$ cat src/rtl/proc_param_pkg.sv
// proc_param shared definitions: opcodes, branch conditions,
// FSM states and bus-select codes.
package proc_param_pkg;

  localparam logic [2:0] OP_MV  = 3'b000;
  localparam logic [2:0] OP_MVT = 3'b001;
  localparam logic [2:0] OP_ADD = 3'b010;
  localparam logic [2:0] OP_SUB = 3'b011;
  localparam logic [2:0] OP_LD  = 3'b100;
  localparam logic [2:0] OP_ST  = 3'b101;
  localparam logic [2:0] OP_AND = 3'b110;
  localparam logic [2:0] OP_CMP = 3'b111;

  localparam logic [2:0] CC_AL = 3'b000;
  localparam logic [2:0] CC_EQ = 3'b001;
  localparam logic [2:0] CC_NE = 3'b010;
  localparam logic [2:0] CC_CC = 3'b011;
  localparam logic [2:0] CC_CS = 3'b100;
  localparam logic [2:0] CC_PL = 3'b101;
  localparam logic [2:0] CC_MI = 3'b110;
  localparam logic [2:0] CC_NV = 3'b111;

  typedef enum logic [2:0] {
    S_IDLE,
    S_F0,
    S_F1,
    S_F2,
    S_E1,
    S_E2,
    S_E3
  } state_e;

  typedef enum logic [3:0] {
    SEL_R0,
    SEL_R1,
    SEL_R2,
    SEL_R3,
    SEL_R4,
    SEL_R5,
    SEL_R6,
    SEL_R7,
    SEL_G,
    SEL_D,
    SEL_D8,
    SEL_DIN
  } sel_e;

  typedef enum logic [1:0] {
    ALU_ADD,
    ALU_SUB,
    ALU_AND
  } alu_op_e;

  function automatic sel_e rsel(input logic [2:0] r);
    return sel_e'({1'b0, r});
  endfunction

  function automatic logic cond_ok(
    input logic [2:0] cc,
    input logic       z,
    input logic       n,
    input logic       c
  );
    logic ok;
    unique case (cc)
      CC_AL:   ok = 1'b1;
      CC_EQ:   ok = z;
      CC_NE:   ok = !z;
      CC_CC:   ok = !c;
      CC_CS:   ok = c;
      CC_PL:   ok = !n;
      CC_MI:   ok = n;
      CC_NV:   ok = 1'b0;
      default: ok = 1'b0;
    endcase
    return ok;
  endfunction

endpackage

$ cat src/rtl/proc_param_if.sv
// proc_param memory/control port: run level, sync-memory
// read data, registered address/data/strobe and done pulse.
interface proc_param_if #(
  parameter int W = 16
);
  logic         Run;
  logic [W-1:0] DIN;
  logic [W-1:0] ADDR;
  logic [W-1:0] DOUT;
  logic         Wr;
  logic         Done;

  modport master (
    input  Run,
    input  DIN,
    output ADDR,
    output DOUT,
    output Wr,
    output Done
  );

  modport slave (
    output Run,
    output DIN,
    input  ADDR,
    input  DOUT,
    input  Wr,
    input  Done
  );
endinterface

$ cat src/rtl/proc_param_alu.sv
// proc_param ALU: add/sub/and with Z, N and C.
// C is carry-out on add and borrow on sub.
module proc_param_alu
  import proc_param_pkg::*;
#(
  parameter int W = 16
) (
  input  logic [W-1:0] a,
  input  logic [W-1:0] b,
  input  alu_op_e      op,
  output logic [W-1:0] r,
  output logic         z,
  output logic         n,
  output logic         c
);

  logic [W:0] sum;
  logic [W:0] dif;

  assign sum = {1'b0, a} + {1'b0, b};
  // bit W of the widened difference is set exactly when a < b
  assign dif = {1'b0, a} - {1'b0, b};

  always_comb begin
    r = sum[W-1:0];
    c = sum[W];
    unique case (op)
      ALU_SUB: begin
        r = dif[W-1:0];
        c = dif[W];
      end
      ALU_AND: begin
        r = a & b;
        c = 1'b0;
      end
      default: begin
        r = sum[W-1:0];
        c = sum[W];
      end
    endcase
  end

  assign z = (r == '0);
  assign n = r[W-1];

endmodule

$ cat src/rtl/proc_param.sv
// proc_param: multicycle W-bit processor, eight registers
// with R7 as PC, fetch/decode/execute FSM over sync memory.
module proc_param
  import proc_param_pkg::*;
#(
  parameter int W = 16
) (
  input logic          Clock,
  input logic          Resetn,
  proc_param_if.master mbus
);

  state_e       state;
  state_e       nxt;
  logic [W-1:0] rf [8];
  logic [W-1:0] a_q;
  logic [W-1:0] g_q;
  logic [15:0]  ir;
  logic         zf;
  logic         nf;
  logic         cf;

  logic [2:0]   opc;
  logic [2:0]   rx;
  logic [2:0]   ry;
  logic         m;
  logic [W-1:0] dz;
  logic [W-1:0] ds;
  logic [W-1:0] d8;
  logic         is_mv;
  logic         is_mvt;
  logic         is_b;
  logic         is_alu;
  logic         is_cmp;
  logic         is_ld;
  logic         is_st;
  logic         take;
  logic         done;

  sel_e         sel;
  logic [W-1:0] bus;
  alu_op_e      alu_op;
  logic [W-1:0] alu_b;
  logic [W-1:0] alu_r;
  logic         alu_z;
  logic         alu_n;
  logic         alu_c;

  assign opc = ir[15:13];
  assign m   = ir[12];
  assign rx  = ir[11:9];
  assign ry  = ir[2:0];

  assign dz = {{(W-9){1'b0}}, ir[8:0]};
  assign ds = {{(W-9){ir[8]}}, ir[8:0]};
  assign d8 = {ir[7:0], {(W-8){1'b0}}};

  assign is_mv  = (opc == OP_MV);
  assign is_mvt = (opc == OP_MVT) && m;
  assign is_b   = (opc == OP_MVT) && !m;
  assign is_alu = (opc == OP_ADD) || (opc == OP_SUB)
                || (opc == OP_AND);
  assign is_cmp = (opc == OP_CMP);
  assign is_ld  = (opc == OP_LD);
  assign is_st  = (opc == OP_ST);

  assign take = cond_ok(rx, zf, nf, cf);
  assign nxt  = mbus.Run ? S_F0 : S_IDLE;

  always_comb begin
    done = 1'b0;
    unique case (state)
      S_E1:    done = is_mv | is_mvt;
      S_E2:    done = is_cmp | (is_b & !take);
      S_E3:    done = 1'b1;
      default: done = 1'b0;
    endcase
  end

  assign mbus.Done = done;

  always_comb begin
    sel = SEL_G;
    unique case (state)
      S_E1: begin
        unique case (1'b1)
          is_mvt:         sel = SEL_D8;
          is_b:           sel = SEL_R7;
          is_alu, is_cmp: sel = rsel(rx);
          is_mv:          sel = m ? SEL_D : rsel(ry);
          default:        sel = rsel(ry);
        endcase
      end
      S_E2: begin
        if (is_st) sel = rsel(rx);
        else       sel = m ? SEL_D : rsel(ry);
      end
      S_E3:    sel = is_ld ? SEL_DIN : SEL_G;
      default: sel = SEL_G;
    endcase
  end

  always_comb begin
    unique case (sel)
      SEL_G:   bus = g_q;
      SEL_D:   bus = dz;
      SEL_D8:  bus = d8;
      SEL_DIN: bus = mbus.DIN;
      default: bus = rf[sel[2:0]];
    endcase
  end

  assign alu_op = (is_b || opc == OP_ADD) ? ALU_ADD
                : (opc == OP_AND) ? ALU_AND : ALU_SUB;
  assign alu_b  = is_b ? ds : bus;

  proc_param_alu #(.W(W)) u_alu (
    .a  (a_q),
    .b  (alu_b),
    .op (alu_op),
    .r  (alu_r),
    .z  (alu_z),
    .n  (alu_n),
    .c  (alu_c)
  );

  always_ff @(posedge Clock) begin
    if (!Resetn) begin
      state <= S_IDLE;
      for (int i = 0; i < 8; i++) rf[i] <= '0;
      a_q       <= '0;
      g_q       <= '0;
      ir        <= '0;
      zf        <= 1'b0;
      nf        <= 1'b0;
      cf        <= 1'b0;
      mbus.ADDR <= '0;
      mbus.DOUT <= '0;
      mbus.Wr   <= 1'b0;
    end else begin
      mbus.Wr <= 1'b0;
      unique case (state)
        S_IDLE: if (mbus.Run) state <= S_F0;
        S_F0: begin
          mbus.ADDR <= rf[7];
          rf[7]     <= rf[7] + W'(1);
          state     <= S_F1;
        end
        S_F1: state <= S_F2;
        S_F2: begin
          ir    <= mbus.DIN[15:0];
          state <= S_E1;
        end
        S_E1: begin
          if (is_mv || is_mvt)      rf[rx]    <= bus;
          else if (is_ld || is_st)  mbus.ADDR <= bus;
          else                      a_q       <= bus;
          state <= done ? nxt : S_E2;
        end
        S_E2: begin
          if (is_st) begin
            mbus.DOUT <= bus;
            mbus.Wr   <= 1'b1;
          end else if (is_alu || is_cmp) begin
            g_q <= alu_r;
            zf  <= alu_z;
            nf  <= alu_n;
            cf  <= alu_c;
          end else if (is_b) begin
            g_q <= alu_r;
          end
          state <= done ? nxt : S_E3;
        end
        S_E3: begin
          if (!is_st) rf[is_b ? 3'd7 : rx] <= bus;
          state <= nxt;
        end
        default: state <= S_IDLE;
      endcase
    end
  end

endmodule

$ cat src/flat_wrapper.sv
// flat-port wrapper written by rule: the top's interface ports become plain ports
module proc_param_flat import proc_param_pkg::*;
#(
  parameter int W = 16
)
  (Clock, Resetn, mbus_Run, mbus_DIN, mbus_ADDR, mbus_DOUT, mbus_Wr, mbus_Done);
  proc_param_if #(.W(W)) mbus_i ();
  input logic Clock;
  input logic Resetn;
  input wire logic [$bits(mbus_i.Run)-1:0] mbus_Run;
  input wire logic [$bits(mbus_i.DIN)-1:0] mbus_DIN;
  output wire logic [$bits(mbus_i.ADDR)-1:0] mbus_ADDR;
  output wire logic [$bits(mbus_i.DOUT)-1:0] mbus_DOUT;
  output wire logic [$bits(mbus_i.Wr)-1:0] mbus_Wr;
  output wire logic [$bits(mbus_i.Done)-1:0] mbus_Done;
  assign mbus_i.Run = mbus_Run;
  assign mbus_i.DIN = mbus_DIN;
  assign mbus_ADDR = mbus_i.ADDR;
  assign mbus_DOUT = mbus_i.DOUT;
  assign mbus_Wr = mbus_i.Wr;
  assign mbus_Done = mbus_i.Done;
  proc_param #(.W(W)) u_core (.Clock(Clock), .Resetn(Resetn), .mbus(mbus_i));
endmodule
$ cat config.mk
export PLATFORM = sky130hd
export DESIGN_NAME = proc_param_flat
export DESIGN_NICKNAME = d
export VERILOG_FILES = /design/src/rtl/proc_param_pkg.sv /design/src/rtl/proc_param_if.sv /design/src/rtl/proc_param_alu.sv /design/src/rtl/proc_param.sv /design/src/flat_wrapper.sv
export SDC_FILE = /design/constraint.sdc
export NUM_CORES = 1
export LEC_CHECK = 0
export CAP_MARGIN = 10
export CORE_UTILIZATION = 55
export DETAILED_ROUTE_END_ITERATION = 8
export PLACE_DENSITY_LB_ADDON = 0.1
export SETUP_SLACK_MARGIN = 0.4
export SYNTH_ARGS = -nofsm -noshare
export SYNTH_HDL_FRONTEND = slang
export SYNTH_SLANG_ARGS = --single-unit
export TNS_END_PERCENT = 100
$ cat constraint.sdc
create_clock -name Clock -period 10.86 [get_ports Clock]
set_input_delay 3.258 -clock Clock [delete_from_list [all_inputs] [get_ports Clock]]
set_output_delay 3.258 -clock Clock [all_outputs]
set_load 0.005 [all_outputs]
==> results of run 1 <==
## layout make-up
| type | count | area [µm²] |
|---|---|---|
| well taps | 275 | 344.1 |
| flip-flops and latches | 215 | 5585 |
| multi-input cells | 972 | 5944 |
| fillers | 1809 | 7772 |
| clock buffers | 33 | 695.7 |
| clock inverters | 11 | 115.1 |
| inverters | 24 | 90.09 |
| repair buffers | 73 | 673.1 |
## registers in the layout, summed over array words and instances (netlist names)
| register | flops |
|---|---|
| u_core.a_q | 16 |
| u_core.cf | 1 |
| u_core.g_q | 16 |
| u_core.ir | 16 |
| u_core.mbus.ADDR | 16 |
| u_core.mbus.DOUT | 16 |
| u_core.mbus.Wr | 1 |
| u_core.nf | 1 |
| u_core.rf | 128 |
| u_core.state | 3 |
| u_core.zf | 1 |
## metrics by stage
stage | area [µm²] | std cells | util, % | hold WS [ns] | power, mW
after detailed placement | 12640 | 1559 | 59.55 | 0.4464 | 1.158
after global routing | 13450 | 1603 | 63.37 | 0.4902 | 2.039
after CTS | 13450 | 1603 | 63.37 | 0.4601 | 1.974
after global placement | 12640 | 1559 | 59.55 | 0.4362 | 1.154
after floorplan | 12030 | 1317 | - | 0.4487 | 1.083
final | 13450 | 1603 | 63.37 | 0.4532 | 1.979
## cell usage in the layout (no fill, tap or decap), types with 5 or more instances in the layout
master           instances
inv_1                   23
a22o_1                  16
clkdlybuf4s50_1         51
mux2i_1                 41
nand2_1                205
a31oi_1                 16
and2_1                  41
o2bb2ai_1               10
or2_2                    6
nand2b_1                13
o21a_1                  12
a32o_1                   5
a21o_1                  19
nand3_1                 38
or3_1                    7
nor4_1                  20
o21bai_1                 7
nor2_1                 125
o21ai_0                 69
o221ai_1                11
ha_1                    34
dfxtp_1                 87
o2111ai_1                5
a21oi_1                 66
o22ai_1                 13
nor3_1                  12
xnor2_1                 11
a41oi_1                  5
and3_1                  15
edfxtp_1               128
xor2_1                   8
buf_4                   21
a211oi_1                12
nand4_1                 26
nor2b_1                 11
clkbuf_16               25
a32oi_1                 20
## cell families after synthesis
family | Yosys count | synth area share, %
xor gates and xnor gates | 19 | 1.383
adders and majority gates | 36 | 3.869
AOI/OAI and AO/OA | 331 | 18.99
buffers and inverters | 130 | 4.525
muxes | 44 | 3.692
DFF | 215 | 46.43
and+or+nand+nor | 542 | 21.10
## layer usage
metal  wire, µm  global-route usage [%]
met5          0                       0
met4       1065                   10.15
met3       2856                   4.329
met2      15380                   47.01
met1      15010                   45.06
## critical path: stages, from the launching register on
cell and delay (ns):
dfxtp_1 0.59, inv_1 0.19, nand2_1 0.77, o221a_2 0.90, buf_4 0.53, nand2_1 0.10
a32oi_1 0.32, nand4_1 0.57, o21ai_0 0.56, ha_1 0.31, a211oi_1 0.45, nor4_1 0.16
nor4b_1 0.55, o41a_1 0.29, nand2b_1 0.08, a41oi_1 0.24, mux2i_1 0.11, a21oi_1 0.27
a211oi_1 0.12
## report_power, final
| group | internal (mW) | leakage, nW | switching (mW) | total [mW] |
|---|---|---|---|---|
| clock network | 0.497 | 0.400 | 0.335 | 0.832 |
| registers | 0.897 | 2.03 | 0.0315 | 0.928 |
| logic | 0.0836 | 2.40 | 0.135 | 0.218 |
| total | 1.48 | 4.83 | 0.502 | 1.98 |
## worst min-delay path by stage
stage	startpoint	to	slack (ns)	depth (start not counted)
2_1_floorplan	u_core.mbus.DOUT[0]	u_core.mbus.DOUT[0]	0.45	2
3_3_place_gp	u_core.mbus.DOUT[6]	u_core.mbus.DOUT[6]	0.44	2
3_5_place_dp	u_core.mbus.DOUT[4]	u_core.mbus.DOUT[4]	0.45	2
4_1_cts	u_core.mbus.DOUT[4]	u_core.mbus.DOUT[4]	0.46	2
5_1_grt	u_core.mbus.DOUT[4]	u_core.mbus.DOUT[4]	0.49	2
6_report	u_core.mbus.DOUT[4]	u_core.mbus.DOUT[4]	0.45	2
==> impl_metrics.env, run 1 <==
export IMPL_first_pass_iters=7
export IMPL_drive_above_1_share_pct=6.476
export IMPL_timing_final_crit_share_pct=67.27
export IMPL_cp_endpoint="u_core.g_q[15]"
export IMPL_post_cts_repair_setup_buffers=0
export IMPL_core_mm2=0.02122
export IMPL_path_max_fanout=39
export IMPL_hold_class="flip-flop to flip-flop"
export IMPL_period_minus_slack_ns=7.306
export IMPL_yosys_top_cells_count="205 x nand2_1, 128 x edfxtp_1, 127 x nor2_1"
export IMPL_postCtsHoldBufs=0
export IMPL_dieArea_mm2=0.02247
export IMPL_r2r_slack_ns=3.55
export IMPL_syn2layout_area_growth_pct=11.80
export IMPL_track_usage_pct=30.86
export IMPL_ys_flop_type="edfxtp_1"
export IMPL_r2r_end="u_core.g_q[15]"
export IMPL_post_cts_resized=0
export IMPL_endpoint_kind="flip-flop"
export IMPL_gp_congestion=0.9079
export IMPL_vias=10300
export IMPL_outcome="finished clean"
export IMPL_wl_mm=34.31
export IMPL_antenna_found_initial=0
export IMPL_async_flop_share_pct=0
export IMPL_io_pins=53
export IMPL_place_hpwl_mm=23.22
export IMPL_numPortBuffers=52
export IMPL_worstPathArrival_ns=7.69
export IMPL_cts_root_buffer_cell="clkbuf_16"
export IMPL_synth_most_common_cell="nand2_1"
export IMPL_drt_iter0_drc=1129
export IMPL_place_ws_ns=3.100
export IMPL_reg2reg_depth=18
export IMPL_layout_setup_ws_ns=3.554
export IMPL_finalSetupViolations=0
export IMPL_synth_edf_count=128
export IMPL_diodes=0
export IMPL_syn_inst=1317
export IMPL_rsz0062_at_grt="no"
export IMPL_initial_core_util_pct=56.69
export IMPL_grt_max_degree=54
export IMPL_vias_per_cell=6.425
export IMPL_netlist_area_mm2=0.01203
export IMPL_p_leak_nw=4.833
export IMPL_vdd_drop_max_v=0.0001542
export IMPL_final_nets=1365
export IMPL_overflow=0
export IMPL_die_height_um=149.9
export IMPL_cap_violations=0
export IMPL_syn_num_nets=1372
export IMPL_crit_type="flip-flop to flip-flop"
export IMPL_r2r_start="u_core.state[1]"
export IMPL_p_per_area_mw_per_mm2=147.1
export IMPL_grt_first_pass_wirelength_mm=52.67
export IMPL_hold_viol_final=0
export IMPL_start_kind="flip-flop"
export IMPL_startpoint="u_core.state[1]"
export IMPL_clock_latency_ns=0.52
export IMPL_cts_sinks=215
export IMPL_critPathRequiredTime_ns=11.24
export IMPL_die_x_um=149.9
export IMPL_yosys_area_top_type="edfxtp_1"
export IMPL_yosys_top_cells_area="edfxtp_1 32%, dfxtp_1 14%, nand2_1 6.4%"
export IMPL_path_clk_slew_ns=0.06
export IMPL_max_clock_freq_mhz=136.9
export IMPL_ant_nets=0
export IMPL_tightestPinTransition_ns=1.072
export IMPL_drc=0
export IMPL_yosysSeqAreaShare_pct=46.43
export IMPL_rows=53
export IMPL_yosys_warnings=0
export IMPL_skew_ns=0.01611
export IMPL_clockBufferDepth=3
export IMPL_cts_made_buffers=24
export IMPL_cts_tree="done"
export IMPL_grt_pass1_vias=9190
export IMPL_yosysTopAreaCellShare_pct=31.95
export IMPL_wire_per_inst_um=21.40
export IMPL_relSlewSlack_pct=27.87
export IMPL_syn_avg_cell_area_um2=9.134
export IMPL_htree_levels=1
export IMPL_final_max_slew_viol_count=0
export IMPL_yosys_register_bits=215
export IMPL_tns_ns=0
export IMPL_synth_cell_type_count=76
(Power assumes the default switching activity.)
==> run 2: changes to the inputs <==
==> constraint.sdc (replaced) <==
create_clock -name Clock -period 7 [get_ports Clock]
set_input_delay 2.1 -clock Clock [delete_from_list [all_inputs] [get_ports Clock]]
set_output_delay 2.1 -clock Clock [all_outputs]
set_load 0.005 [all_outputs]
==> impl_metrics.env, run 2 (synthesized netlist as in run 1, its figures left out) <==
export IMPL_p_leak_nw=4.871
export IMPL_multi_input_area_mm2=0.005944
export IMPL_path_max_fanout=28
export IMPL_finalSetupViolations=0
export IMPL_gp_congestion=0.9024
export IMPL_overflow=0
export IMPL_tightestPinTransition_ns=1.078
export IMPL_clock_latency_ns=0.52
export IMPL_crit_type="flip-flop to flip-flop"
export IMPL_cts_made_buffers=24
export IMPL_core_mm2=0.02122
export IMPL_rsz0062_at_grt="no"
export IMPL_largest_register="u_core.rf"
export IMPL_vias=10267
export IMPL_start_kind="flip-flop"
export IMPL_outcome="finished clean"
export IMPL_io_pins=53
export IMPL_first_pass_iters=5
export IMPL_cts_root_buffer_cell="clkbuf_16"
export IMPL_register_area_mm2=0.005585
export IMPL_relSlewSlack_pct=28.05
export IMPL_ant_nets=0
export IMPL_largest_register_ffs=128
export IMPL_worstPathArrival_ns=6.49
export IMPL_swShare_pct=25.54
export IMPL_p_per_area_mw_per_mm2=221.7
export IMPL_antenna_found_initial=0
export IMPL_vias_per_cell=6.349
export IMPL_numPortBuffers=52
export IMPL_dieArea_mm2=0.02247
export IMPL_skew_ns=0.01973
export IMPL_post_cts_repair_setup_buffers=0
export IMPL_cap_violations=0
export IMPL_cts_tree="done"
export IMPL_grt_first_pass_wirelength_mm=53.05
export IMPL_syn2layout_area_growth_pct=12.36
export IMPL_vdd_drop_max_v=0.0001980
export IMPL_timing_final_crit_share_pct=86.12
export IMPL_grt_max_degree=40
export IMPL_power_switching_uw=765.1
export IMPL_combinationalPowerShare_pct=11.5
export IMPL_initial_core_util_pct=56.69
export IMPL_place_hpwl_mm=24.00
export IMPL_htree_levels=1
export IMPL_rows=53
export IMPL_layout_commonest_cell="nand2_1"
export IMPL_post_cts_resized=0
export IMPL_drc=0
export IMPL_hold_class="flip-flop to flip-flop"
export IMPL_die_x_um=149.9
export IMPL_fin_total_pwr_mw=2.996
export IMPL_drive_above_1_share_pct=7.228
export IMPL_critPathRequiredTime_ns=7.46
export IMPL_drt_iter0_drc=1153
export IMPL_cts_sinks=215
export IMPL_final_nets=1380
export IMPL_wl_mm=34.53
export IMPL_endpoint_kind="flip-flop"
export IMPL_p_clk_share_pct=40.4
export IMPL_max_clock_freq_mhz=165.9
export IMPL_die_height_um=149.9
export IMPL_postCtsHoldBufs=0
export IMPL_final_max_slew_viol_count=0
export IMPL_clockBufferDepth=3
export IMPL_path_clk_slew_ns=0.06
export IMPL_p_seq_share_pct=48.1
export IMPL_track_usage_pct=31.01
export IMPL_hold_viol_final=0
export IMPL_diodes=0
export IMPL_fillers=1804
export IMPL_p_int_mw=2.231
export IMPL_grt_pass1_vias=9331
export IMPL_period_minus_slack_ns=6.029
export IMPL_final_cell_mix="205 x nand2_1, 128 x edfxtp_1, 125 x nor2_1"
export IMPL_tns_ns=0
export IMPL_wire_per_inst_um=21.36
-- run 2: cell types whose count changed in the layout (fill, tap and decap cells not counted), moves of 2 or more --
cell and delta:
clkinvlp_4 +2, clkinv_1 +3, buf_4 +13, clkbuf_8 -2
-- run 2: cell type report --
class / count / share of cell area, %
inverter: 24 / 0.6665
sequential: 215 / 41.33
clock buffer: 31 / 4.944
multi-input combinational: 972 / 43.98
timing repair buffer: 88 / 5.888
clock inverter: 12 / 0.6480
tap: 275 / 2.546
-- run 2: per-layer routing --
metal	global-route usage, %	up-vias	wire [µm]
met1	43.79	4915	15010
met3	5.061	55	2929
met5	0	-	0
li1	-	4852	-
met4	9.293	0	987
met2	48.82	445	15610
-- run 2: power by group through the flow --
stage          sequential, mW  combinational (mW)  clock (mW)
2_1_floorplan            1.44               0.240           0
3_3_place_gp             1.46               0.333           0
3_5_place_dp             1.47               0.336           0
4_1_cts                  1.44               0.338        1.22
5_1_grt                  1.45               0.373        1.26
6_report                 1.44               0.343        1.21
-- run 2: worst paths after layout --
kind                  startpoint             endpoint  slack, ns  depth (start not counted)
max reg2reg        u_core.ir[15]            u_core.zf       0.97                         21
min reg2reg  u_core.mbus.DOUT[7]  u_core.mbus.DOUT[7]       0.45                          2
min          u_core.mbus.DOUT[7]  u_core.mbus.DOUT[7]       0.45                          2
max                u_core.ir[15]            u_core.zf       0.97                         21
-- run 2: through the flow --
stage	hold WS [ns]	setup slack, ns	util [%]	cells	cell area [µm²]
5_1_grt	0.4722	0.6351	63.69	1617	13520
4_1_cts	0.4593	1.127	63.67	1616	13510
6_report	0.4518	0.9715	63.69	1617	13520
2_1_floorplan	0.4487	1.786	-	1317	12030
3_3_place_gp	0.4353	0.9989	60.11	1573	12750
3_5_place_dp	0.4456	0.9211	60.11	1573	12750
-- run 2: worst max-delay path: stages (launching register included) --
cell and delay [ns]:
dfxtp_1 0.58, nor2b_1 0.63, nand3_1 0.15, a21oi_1 0.26, a221oi_4 0.06, buf_4 0.30, and3_1 0.43, a32oi_1 0.28
nand4_1 0.14, o21ai_0 0.43, ha_1 0.29, inv_1 0.07, fa_1 0.41, nor2b_1 0.18, o31a_1 0.16, o22ai_1 0.09
o2bb2a_1 0.33, nor4_1 0.38, and3_1 0.23, and4_1 0.21, and4_1 0.21, a31o_1 0.14
